--- config.mk ---
export PLATFORM = sky130hd
export DESIGN_NAME = led_pwm_stage
export DESIGN_NICKNAME = d
export VERILOG_FILES = /design/src/rtl/led_pwm_stage.sv
export SDC_FILE = /design/constraint.sdc
export NUM_CORES = 1
export LEC_CHECK = 0
export ABC_AREA = 1
export CAP_MARGIN = 20
export CORE_AREA = 8 8 87 89
export CTS_CLUSTER_DIAMETER = 40
export DETAILED_ROUTE_END_ITERATION = 10
export DIE_AREA = 0 0 95 97
export GPL_ROUTABILITY_DRIVEN = 0
export PLACE_DENSITY = 0.63
export RECOVER_POWER = 50
export SETUP_SLACK_MARGIN = 0.5
export SYNTH_ARGS = -nofsm -noshare
export SYNTH_HDL_FRONTEND = slang
export SYNTH_SLANG_ARGS = --single-unit
export TNS_END_PERCENT = 1
--- constraint.sdc ---
create_clock -name ledclk -period 2.3 [get_ports ledclk]
set_input_delay 0.23 -clock ledclk [delete_from_list [all_inputs] [get_ports ledclk]]
set_output_delay 0.23 -clock ledclk [all_outputs]
set_load 0.01 [all_outputs]
--- src/rtl/led_pwm_stage.sv ---
// led_pwm_stage: registered PWM/blink/enable/invert conditioning of 16 LED pins.
// Blink prescaler, counter and phase exist only when LED_BLINK_EN is defined.
module led_pwm_stage #(
   parameter int PWM_BITS = 8,
   parameter int BLINK_DIV_BITS = 20
) (
   input  logic        ledclk,
   input  logic        ledrst,
   input  logic [15:0] ledin,
   input  logic        cfgcs,
   input  logic        cfgwrite,
   input  logic [1:0]  cfgaddr,
   input  logic [15:0] cfgdata,
   output logic [15:0] cfgrdata,
   output logic [15:0] ledphys
);
   logic [PWM_BITS-1:0] duty, pwmcnt;
   logic enable, invert, pwm_on, blink_phase, wr;
   logic [15:0] blinkmask, period, lit;
   assign wr = cfgcs & cfgwrite;
   assign pwm_on = (&duty) | (pwmcnt < duty);
   assign lit = {16{enable & pwm_on}} & ledin & (~blinkmask | {16{blink_phase}});
   always_ff @(posedge ledclk or posedge ledrst)
      if (ledrst) begin
         duty <= '1;
         enable <= 1'b1;
         invert <= 1'b0;
         pwmcnt <= '0;
         ledphys <= '0;
      end else begin
         pwmcnt <= pwmcnt + 1'b1;
         if (wr && cfgaddr == 2'd0) duty <= cfgdata[PWM_BITS-1:0];
         if (wr && cfgaddr == 2'd3) begin
            enable <= cfgdata[0];
            invert <= cfgdata[1];
         end
         ledphys <= lit ^ {16{invert}};
      end
`ifdef LED_BLINK_EN
   logic [BLINK_DIV_BITS-1:0] prescaler;
   logic [15:0] blinkcnt;
   logic tick;
   assign tick = &prescaler;
   // a period write restarts the blink cycle lit, overriding any same-cycle tick
   always_ff @(posedge ledclk or posedge ledrst)
      if (ledrst) begin
         prescaler <= '0;
         blinkcnt <= '0;
         blink_phase <= 1'b1;
         blinkmask <= '0;
         period <= '0;
      end else begin
         prescaler <= prescaler + 1'b1;
         if (wr && cfgaddr == 2'd1) blinkmask <= cfgdata;
         if (wr && cfgaddr == 2'd2) begin
            period <= cfgdata;
            blinkcnt <= '0;
            blink_phase <= 1'b1;
         end else if (period == '0) begin
            blinkcnt <= '0;
            blink_phase <= 1'b1;
         end else if (tick) begin
            if (blinkcnt == period - 1'b1) begin
               blinkcnt <= '0;
               blink_phase <= ~blink_phase;
            end else
               blinkcnt <= blinkcnt + 1'b1;
         end
      end
`else
   logic unused_cfg;
   assign unused_cfg = ^cfgdata;
   assign blinkmask = '0;
   assign period = '0;
   assign blink_phase = 1'b1;
`endif
   always_comb
      cfgrdata = !cfgcs ? 16'h0000 :
                 cfgaddr == 2'd0 ? 16'(duty) :
                 cfgaddr == 2'd1 ? blinkmask :
                 cfgaddr == 2'd2 ? period : {14'b0, invert, enable};
endmodule

; ---- Word-level counts from Yosys, hierarchy flattened
; Cells that the tools add are included.
; W data, S select, Z words.
[classes]
addsub = 1
n_lt_le_gt_ge = 1
eq_ne = 3
mux = 4
bitwise_logic = 5
reduce_logical = 4
[ops]
columns = op, n
row1 = $and A16 B16 Y16, 1
row2 = $mux W8, 2
row3 = $xor A16 B16 Y16, 1
row4 = $add A8 B1 Y8 const B, 1
row5 = $lt A8 B8 Y1, 1
row6 = $reduce_and A8 Y1, 1
row7 = $eq A2 B2 Y1 const B, 2
row8 = $mux W2, 2
row9 = $and A1 B1 Y1, 2
row10 = $eq A2 B1 Y1 const B, 1
row11 = $logic_and A1 B1 Y1, 2
row12 = $logic_not A2 Y1, 1
row13 = $or A1 B1 Y1, 1
[word_totals]
register_bits = 34
out_inout_bits = 32

; ---- Logic depth before layout (Yosys ltp)
; Gate-level depths: netlist (run 1).
[logic_depth]
ltp_word = 5
ltp_mapped = 13

; ---- Worst setup path after synthesis (run 1)
; OpenSTA, ideal clock, no wires.
[synth_path]
path_kind = reg2reg
start = reg duty[5]
end = reg ledphys[1]
setup_ns = 0.117
arrival_ns = 1.615
required_time_ns = 2.183
slack_ns = 0.568
path_stages_with_launch = 12
path_buffers = 1
period_less_slack_ns = 1.732
cell_sequence = dfstp_2 -> inv_1 -> ha_1 -> a21oi_1 -> nor2_1 -> nor3_1 -> nand2_1 -> nand2_2 -> buf_6 -> nand3_1 -> nand2_1 -> nand2_1
[synth_between]
elab_chain_len = 5
[synth_lines]
columns = element, line
row1 = start: declaration, 17  ; logic [PWM_BITS-1:0] duty, pwmcnt;
row2 = start signal: assignment, 32  ; if (wr && cfgaddr == 2'd0) duty <= cfgdata[PWM_BITS-1:0];
row3 = $lt A8 B8 Y1 / $reduce_and A8 Y1 (equally long branches), 21  ; assign pwm_on = (&duty) | (pwmcnt < duty);
row4 = $or A1 B1 Y1 *, 21
row5 = $and A1 B1 Y1 *, 22  ; assign lit = {16{enable & pwm_on}} & ledin & (~blinkmask | {16{blink_phase}});
row6 = $and A16 B16 Y16 *, 22
row7 = $xor A16 B16 Y16 *, 37  ; ledphys <= lit ^ {16{invert}};
row8 = end signal: assignment, 37
row9 = end: declaration, 15  ; output logic [15:0] ledphys
; Mark *: on every way between the ends. The rest lies on a longest branch, timed or not.
; A chain may end at the register's enable or synchronous reset.

; ---- Worst setup path after layout (run 1)
[layout_path]
start = in cfgaddr[1]
end = out cfgrdata[4]
[layout_between]
elab_chain_len = 3
[layout_lines]
columns = element, line
row1 = start: declaration, 12  ; input logic [1:0] cfgaddr,
row2 = $logic_not A2 Y1, 79  ; cfgaddr == 2'd0 ? 16'(duty) :
row3 = $mux W8, 79
row4 = $mux W8, 78  ; cfgrdata = !cfgcs ? 16'h0000 :
row5 = end: declaration, 14  ; output logic [15:0] cfgrdata,
; No other way between the ends.

==> run summary, run 1 <==
via-per-instance ratio - 4.50
FP Rows - 29
first-pass GRT wire length - 7.63 mm
fmax - 492 MHz
drt pass-1 iters - 4
WL met3 - 262 um
die width - 95 um
Int Pwr - 0.00123 W
Slowest-stage cell, CP - clkdlybuf4s50_1
Placed Cells - 338
clock root cell - clkbuf_8
VDD IR max - 0.000298 V
Logic pwr share - 0.350
fin area - 0.00252 sq mm
status - complete, no violations
# IOs - 70
Routed met2 length - 2.41 mm
synthesized area - 0.00181 sq mm
Crit path required time - 2.07 ns
Max stage delay on crit path - 0.56 ns
Clk Latency, worst-skew pair - 0.28 ns
Max clock buf depth - 2
DP Wirelength - 3.33 mm
Setup Skew - 0.00313 ns
remaining routing DRC violations - 0
Avg Inst Size Synth - 8.42 sq um
maxcap violations - 0
synthesized instance count - 215
worst hold path class - flip-flop to flip-flop
Reg clk slew, reported paths - 0.06 ns
layout cells sized above 1 - 0.104
Area contributors post-synth - dfrtp_1, dfstp_2, nand2_1
Worst Tran Pin Value - 0.813 ns
Ys Warns - 0
Synth top area share - 0.346
Clk network pwr share - 0.226
Avg WL per Cell - 13.6 um
Slew HR - 0.458
Sw Pwr - 0.000563 W
Pwr Density - 711 mW/mm^2
Post-synth EDFFs - 0
GRT Resource Usage Total - 0.104
starting density of the core - 0.292
Layout Nets - 316
pin count of the biggest net entering global routing - 35
Top FF cell, synth - dfrtp_1
Final Non-Filler Cells - 347
Final Setup Violations - 0
crit path DAT - 1.80 ns
Flop pwr share - 0.424
placed inst area - 0.00238 sq mm
Setup TNS Final - 0 ns
min Tclk post-route - 2.03 ns
Async SR Flop Fraction - 1.00
WL met1 - 1.96 mm
CP Cell Sequence - clkdlybuf4s50_1 -> nor2_1 -> inv_1 -> nor3_1 -> clkdlybuf4s50_1
CTS H-tree depth - 2
crit path capture type - output port
CTS tree - built
P_leak - 1.24 nW
sequential area share after synthesis - 0.476
Tcrit/Tclk final - 0.884
Pwr Total - 0.00180 W
grt total ovfl - 0
initial antenna violation count - 0
unrepaired setup endpoints after global routing - true
most used cell, CP - clkdlybuf4s50_1
clock sinks - 34
Slew Viols, Final - 0
Sw Share - 0.314
drt total wl - 4.73 mm
FF+latch count, synth - 34
cell taking the most area after synthesis - dfrtp_1
Die Area - 0.00922 sq mm
Core Region - 0.00620 sq mm
vias in the first global route - 1524
initial drt markers - 89
CP Class - input port to output port
Post-DRT Antenna Nets - 0
via count - 1562
Cell variety after synth - 23
CTS buffer count - 5
P&R area growth vs syn - 39.6%
I/O Buffers - 53
crit path launch type - input port
Chip Height - 97 um
Top Metal Used - met4
# fillers - 606
crit-path max FO - 6
# diodes - 0
Hold Vio Cnt, Final - 0
per-layer routing:
| layer | global-route usage | vias to the layer above |
|---|---|---|
| li1 | - | 802 |
| met1 | 0.122 | 709 |
| met2 | 0.169 | 45 |
| met3 | 0.0286 | 6 |
| met4 | 0.0505 | 0 |
| met5 | 0 | - |
power groups by stage:
stage	sequential, W	combinational (W)	clock (W)
6_report	0.000762	0.000628	0.000406
5_1_grt	0.000775	0.000701	0.000450
2_1_floorplan	0.000806	0.000301	0
3_5_place_dp	0.000773	0.000614	0
3_3_place_gp	0.000770	0.000602	0
4_1_cts	0.000763	0.000615	0.000424
through the flow:
stage	utilization	hold WS [ns]	setup WS, ns
detailed placement	0.384	0.467	0.256
global placement	0.384	0.464	0.303
global route	0.407	0.488	0.166
CTS	0.397	0.354	0.312
floorplan	-	0.334	0.568
finish	0.407	0.473	0.267
state kept, by name, summed over array words and instances (netlist names):
name / flops
pwmcnt: 8
enable: 1
duty: 8
ledphys: 16
invert: 1
worst paths after layout:
path	endpoint	slack [ns]	from	cells past startpoint
max in group asynchronous	ledphys[8]	1.17	ledrst	3
min	pwmcnt[0]	0.47	pwmcnt[0]	1
min reg2reg	pwmcnt[0]	0.47	pwmcnt[0]	1
min in group asynchronous	ledphys[0]	0.63	ledrst	3
max reg2reg	ledphys[6]	0.36	duty[7]	11
max	cfgrdata[4]	0.27	cfgaddr[1]	5
Yosys cell counts (5+ instances only):
library cell,number
dfstp_2,9
inv_1,17
nand2_1,52
buf_4,10
dfrtp_1,25
xor2_1,5
a21oi_1,12
buf_2,5
nand3_1,21
nor3_1,9
ha_1,8
nor2_1,13
nand4_1,17
area by class of cell:
class                   instances  area [sq um]  share of cell area
multi-input cells             150           790               0.313
repair buffers                 60           627               0.248
inverters                      19          71.3              0.0282
well taps                      77          96.3              0.0382
clock buffers                   5          68.8              0.0273
clock inverters                 2          10.0             0.00396
flip-flops and latches         34           862               0.341
cell usage in the layout (no fill, tap or decap):
master	count
clkdlybuf4s50_1	50
nand4_1	17
conb_1	8
xor2_1	5
buf_12	1
inv_2	2
dfrtp_1	25
clkinv_2	2
nand2_1	52
dlymetal6s2s_1	1
ha_4	1
clkbuf_2	2
xnor2_1	1
ha_1	7
inv_1	16
dlygate4sd3_1	1
nor3_1	9
buf_4	2
o21ai_0	2
a21oi_1	12
clkbuf_8	5
dlygate4sd2_1	1
nand3_1	21
clkinv_1	1
nor4_2	1
dfstp_2	9
clkbuf_16	2
nor2_1	13
nand2_4	1
timing repair:
action | CTS | global route
endpoints found under the setup margin | 24 | 23
hold buffers | 0 | 0
buffers inserted | 0 | 0
resized for setup | 2 | 4
pin swaps | 0 | 4
gates cloned | 0 | 2
critical path: cells and delay by family:
kind | cells | cell delay (ns)
AND/OR/NAND/NOR | 2 | 0.40
buffers and inverters | 3 | 1.17
kinds of logic after synthesis:
logic type      synth area share
other cells              0.00207
fa+ha+maj                 0.0553
compound gates            0.0387
simple gates               0.287
xor+xnor                  0.0290
flops                      0.476
buf+inv                    0.111
(Power assumes the default switching activity.)
==> run 2: changes to the inputs <==
--- a/config.mk
+++ b/config.mk
@@ -7,11 +7,12 @@
 export LEC_CHECK = 0
 export ABC_AREA = 1
 export CAP_MARGIN = 20
-export CORE_AREA = 8 8 87 89
+export CORE_AREA = 2 2 81 83
 export CTS_CLUSTER_DIAMETER = 40
 export DETAILED_ROUTE_END_ITERATION = 10
-export DIE_AREA = 0 0 95 97
+export DIE_AREA = 0 0 83 85
 export GPL_ROUTABILITY_DRIVEN = 0
+export GPL_TIMING_DRIVEN = 1
 export PLACE_DENSITY = 0.63
 export RECOVER_POWER = 50
 export SETUP_SLACK_MARGIN = 0.5
==> run summary, run 2 (same netlist as run 1, synthesis figures left out) <==
min Tclk post-route - 1.93 ns (-0.102 ns)
Avg WL per Cell - 12.2 um (-10%)
# diodes - 0 (unchanged)
commonest non-fill, non-tap cell in the layout - nand2_1
layout cells sized above 1 - 0.122 (+0.0181)
top flop regs - ledphys: 16 flops, duty: 8 flops, pwmcnt: 8 flops
I/O Buffers - 53 (unchanged)
P_leak - 1.24 nW (+0.35%)
Max stage delay on crit path - 0.55 ns (about the same)
P&R area growth vs syn - 41.8%
Hold Crit Depth - 1 (unchanged)
Tcrit/Tclk final - 0.840 (-0.0445)
CTS Hold Bufs - 0 (unchanged)
Layout Nets - 316 (unchanged)
first-pass GRT wire length - 7.05 mm (-7.6%)
most flop-heavy register - ledphys
Pwr Density - 717 mW/mm^2 (+0.82%)
FP Rows - 29 (unchanged)
crit path DAT - 1.70 ns (-0.10 ns)
Chip Height - 85 um (-12%)
fmax - 518 MHz (+5.3%)
unrepaired setup endpoints after global routing - true
Clk Latency, worst-skew pair - 0.28 ns (about the same)
VDD IR max - 0.000287 V (-3.7%)
Slowest-stage cell, CP - clkdlybuf4s50_1
grt total ovfl - 0 (unchanged)
worst hold path class - flip-flop to flip-flop
Worst Tran Pin Value - 0.814 ns (+0.000705 ns)
Hold Vio Cnt, Final - 0 (unchanged)
most frequent cells in the layout - nand2_1, clkdlybuf4s50_1, dfrtp_1
via-per-instance ratio - 4.58 (+1.8%)
CP Class - input port to output port
Slew Viols, Final - 0 (unchanged)
Core Region - 0.00620 sq mm (unchanged)
drt pass-1 iters - 4 (unchanged)
maxcap violations - 0 (unchanged)
starting density of the core - 0.292 (unchanged)
Setup Skew - 0.00411 ns (+0.000979 ns)
CP Cell Sequence - clkdlybuf4s50_1 -> nor2_2 -> buf_4 -> nand2_1 -> a21oi_1 -> clkdlybuf4s50_1
max FFs per register - 16 (unchanged)
Worst Hold Slack - 0.472 ns (-0.000937 ns)
crit-path max FO - 4 (-2)
vias in the first global route - 1511 (-0.85%)
worst setup path start - cfgaddr[0]
Worst R2R Path Depth - 11 (unchanged)
GRT Resource Usage Total - 0.124 (+0.0200)
CTS tree - built
die width - 83 um (-13%)
RR Startpoint - duty[6]
Max clock buf depth - 2 (unchanged)
Worst Hold Launch - pwmcnt[0]
# IOs - 70 (unchanged)
crit path capture type - output port
clock root cell - clkbuf_8
Crit path required time - 2.07 ns (about the same)
Reg clk slew, reported paths - 0.06 ns (about the same)
clock sinks - 34 (unchanged)
Die Area - 0.00706 sq mm (-23%)
Core Util, Final - 0.414 (+0.00665)
remaining routing DRC violations - 0 (unchanged)
initial antenna violation count - 0 (unchanged)
CTS H-tree depth - 2 (unchanged)
DP Wirelength - 2.94 mm (-12%)
Hold EP - pwmcnt[0]
Worst R2R Setup Slack - 0.43 ns (+0.07 ns)
via count - 1595 (+2.1%)
CTS buffer count - 5 (unchanged)
initial drt markers - 107 (+20%)
pin count of the biggest net entering global routing - 35 (unchanged)
Final Setup Violations - 0 (unchanged)
status - complete, no violations
drt total wl - 4.25 mm (-10%)
crit path launch type - input port
Slew HR - 0.458 (-0.000470)
Post-DRT Antenna Nets - 0 (unchanged)
Setup TNS Final - 0 ns (unchanged)
most used cell, CP - clkdlybuf4s50_1
reg2reg end - ledphys[14]
[run 2: cell types whose count changed in the layout (fill, tap and decap cells not counted), moves of 2 or more]
cell             delta
buf_16              +2
clkbuf_16           -2
ha_1                -2
clkdlybuf4s50_1     -3
dlygate4sd3_1       +3
[run 2: critical path, delay by kind of cell]
family                 cells  cell delay, ns
AOI/OAI and AO/OA          1            0.11
and+or+nand+nor            2            0.20
buffers and inverters      3            1.17
[run 2: how the worst max path moves through the flow]
stage                     cells past startpoint  slack, ns          end
final                                         6       0.37  cfgrdata[1]
after global routing                         11       0.29   ledphys[6]
after CTS                                     5       0.39  cfgrdata[6]
after detailed placement                      5       0.26  cfgrdata[6]
after global placement                        5       0.31  cfgrdata[5]
after floorplan                              11       0.57   ledphys[1]
[run 2: layer usage]
layer  share of wire  global-route usage
met5               0                   0
met2            0.52               0.211
met1            0.41               0.145
met4           0.019              0.0551
met3           0.059              0.0370
[run 2: through the flow]
stage / total power (W) / worst slack, ns / instances / instance area, sq um
floorplan: 0.00111 / 0.568 / 222 / 1840
global placement: 0.00137 / 0.312 / 337 / 2370
detailed placement: 0.00138 / 0.260 / 337 / 2370
CTS: 0.00187 / 0.390 / 348 / 2570
global route: 0.00196 / 0.293 / 348 / 2570
finish: 0.00184 / 0.369 / 348 / 2570
[run 2: area by class of cell]
cell class	count	area, sq um
clock buffers	7	86.3
inverters	19	71.3
well taps	77	96.3
multi-input cells	150	811
fillers	630	3640
flip-flops and latches	34	862
clock inverters	1	5.00
repair buffers	60	634
[run 2: timing repair]
| action | 4_1_cts | 5_1_grt |
|---|---|---|
| resized for setup | 11 | 1 |
| cloned | 2 | 0 |
| hold endpoints to repair | 0 | 0 |
| setup endpoints to repair | 24 | 23 |
| setup buffers | 1 | 0 |
| pin swaps | 7 | 3 |
[run 2: report_power, final]
| part | internal, W | switching, W |
|---|---|---|
| clock | 0.000241 | 0.000203 |
| sequential | 0.000727 | 0.0000384 |
| combinational | 0.000308 | 0.000322 |
| total | 0.00128 | 0.000564 |
==> run 3: changes to the inputs <==
==> constraint.sdc (replaced) <==
create_clock -name ledclk -period 1.8 [get_ports ledclk]
set_input_delay 0.18 -clock ledclk [delete_from_list [all_inputs] [get_ports ledclk]]
set_output_delay 0.18 -clock ledclk [all_outputs]
set_load 0.01 [all_outputs]
==> run summary, run 3 (same netlist as run 1, synthesis figures left out) <==
Layout Nets - 326 (+3.2%)
layout cells sized above 1 - 0.246 (+0.124)
pin count of the biggest net entering global routing - 35 (unchanged)
Final Setup Violations - 10 (+10)
crit-path max FO - 8 (+4)
CTS H-tree depth - 2 (unchanged)
first-pass GRT wire length - 7.69 mm (+9.1%)
DP Wirelength - 2.99 mm (+1.9%)
Crit path required time - 1.96 ns (-0.11 ns)
fmax - 548 MHz
most frequent cells in the layout - nand2_1, clkdlybuf4s50_1, dfrtp_1
via count - 1659 (+4.0%)
Slew Viols, Final - 0 (unchanged)
Hold Vio Cnt, Final - 0 (unchanged)
Pwr Density - 876 mW/mm^2 (+22%)
WL met3 - 154 um (-39%)
CTS tree - built
CTS buffer count - 5 (unchanged)
GRT Resource Usage Total - 0.134 (+0.00986)
commonest non-fill, non-tap cell in the layout - nand2_1
initial drt markers - 98 (-8.4%)
P&R area growth vs syn - 52.9%
initial antenna violation count - 0 (unchanged)
Max clock buf depth - 2 (unchanged)
FP Rows - 29 (unchanged)
most used cell, CP - nand2_1
CP Class - flip-flop to flip-flop
top flop regs - ledphys: 16 flops, duty: 8 flops, pwmcnt: 8 flops
VDD IR max - 0.000376 V (+31%)
failing checks - negative setup slack
starting density of the core - 0.292 (unchanged)
Chip Height - 85 um (unchanged)
final worst setup slack - -0.0242 ns (-0.393 ns)
Placed Cells - 345 (+2.4%)
Final Non-Filler Cells - 358 (+2.9%)
worst hold path class - input port to flip-flop
Worst Tran Pin Value - 0.825 ns (+0.0115 ns)
Max stage delay on crit path - 0.53 ns (-0.02 ns)
Post-DRT Antenna Nets - 0 (unchanged)
CP Cell Sequence - inv_2 -> ha_4 -> a21oi_2 -> nor2_1 -> nor3_2 -> nand2_2 -> nand2_4 -> buf_6 -> buf_12 -> nand3_1 -> nand2_1 -> nand2_1
Setup Skew - 0.00534 ns (+0.00124 ns)
grt total ovfl - 0 (unchanged)
Buf/Inv on CP - 3 (unchanged)
Post-Place Setup Slack - -0.0150 ns (-0.275 ns)
# diodes - 0 (unchanged)
Reg clk slew, reported paths - 0.07 ns (about the same)
Slew HR - 0.450 (-0.00766)
Pwr Total - 0.00242 W (+32%)
drt pass-1 iters - 4 (unchanged)
crit path DAT - 1.98 ns (+0.28 ns)
# IOs - 70 (unchanged)
vias in the first global route - 1665 (+10%)
Core Region - 0.00620 sq mm (unchanged)
unrepaired setup endpoints after global routing - true
crit path capture type - flip-flop
die width - 83 um (unchanged)
max FFs per register - 16 (unchanged)
Routed met2 length - 2.42 mm (+10%)
drt total wl - 4.64 mm (+9.3%)
WL met1 - 1.99 mm (+15%)
status - finished, violations left
Tcrit/Tclk final - 1.01
crit path launch type - flip-flop
remaining routing DRC violations - 0 (unchanged)
Crit path max-delay family - simple AND/OR/NAND/NOR gates
Die Area - 0.00706 sq mm (unchanged)
clock sinks - 34 (unchanged)
Top Metal Used - met4
most flop-heavy register - ledphys
Slowest-stage cell, CP - dfstp_2
maxcap violations - 0 (unchanged)
clock root cell - clkbuf_8
I/O Buffers - 53 (unchanged)
P_leak - 1.48 nW (+19%)
Avg WL per Cell - 13.0 um (+6.3%)
min Tclk post-route - 1.82 ns
Clk Latency, worst-skew pair - 0.28 ns (about the same)
via-per-instance ratio - 4.63 (+1.1%)
## run 3: what timing repair did
action                     4_1_cts  5_1_grt
buffers inserted                 3        0
gates resized for setup         20       65
pin swaps                        8       12
hold buffers                     0        0
setup endpoints to repair       41       41
cloned                           2        0
## run 3: worst register-to-register path: stages (launching register included)
cell and delay (ns):
dfstp_2 0.53, inv_2 0.04, ha_4 0.21, a21oi_2 0.11, nor2_1 0.07, nor3_2 0.15, nand2_2 0.09, nand2_4 0.10
buf_6 0.11, buf_12 0.11, nand3_1 0.07, nand2_1 0.07, nand2_1 0.06
## run 3: area by class of cell
cell class / instances / area [sq um]
Clock buffer: 7 / 86.3
Inverter: 19 / 82.6
Multi-Input combinational cell: 150 / 898
Timing Repair Buffer: 70 / 736
Sequential cell: 34 / 862
Clock inverter: 1 / 5.00
Tap cell: 77 / 96.3
Fill cell: 594 / 3440
## run 3: per-stage QoR
stage	TNS (ns)	hold WS [ns]	instance area, sq um	utilization
detailed placement	-0.0631	0.474	2460	0.396
CTS	0	0.318	2680	0.432
floorplan	0	0.284	1860	-
global placement	-0.00534	0.464	2460	0.396
global route	-1.93	0.425	2770	0.446
finish	-0.0916	0.353	2770	0.446
## run 3: worst paths after layout
check	start	end	slack, ns	cells after the start
worst min-delay path	cfgcs	enable	0.35	5
max in group asynchronous	ledrst	pwmcnt[0]	0.70	3
worst max-delay path	duty[5]	ledphys[0]	-0.02	12
min in group asynchronous	ledrst	ledphys[4]	0.59	3
worst max register to register	duty[5]	ledphys[0]	-0.02	12
worst min register to register	pwmcnt[0]	pwmcnt[0]	0.48	1
## run 3: per-layer routing
layer	global-route usage	vias to the layer above
met4	0.0581	0
met3	0.0253	7
li1	-	822
met2	0.229	30
met1	0.166	800
met5	0	-
## run 3: report_power, final
group          total, W  switching, W  internal [W]
Sequential     0.000983     0.0000539      0.000929
Clock          0.000572      0.000263      0.000308
Combinational  0.000868      0.000448      0.000420
Total           0.00242      0.000765       0.00166
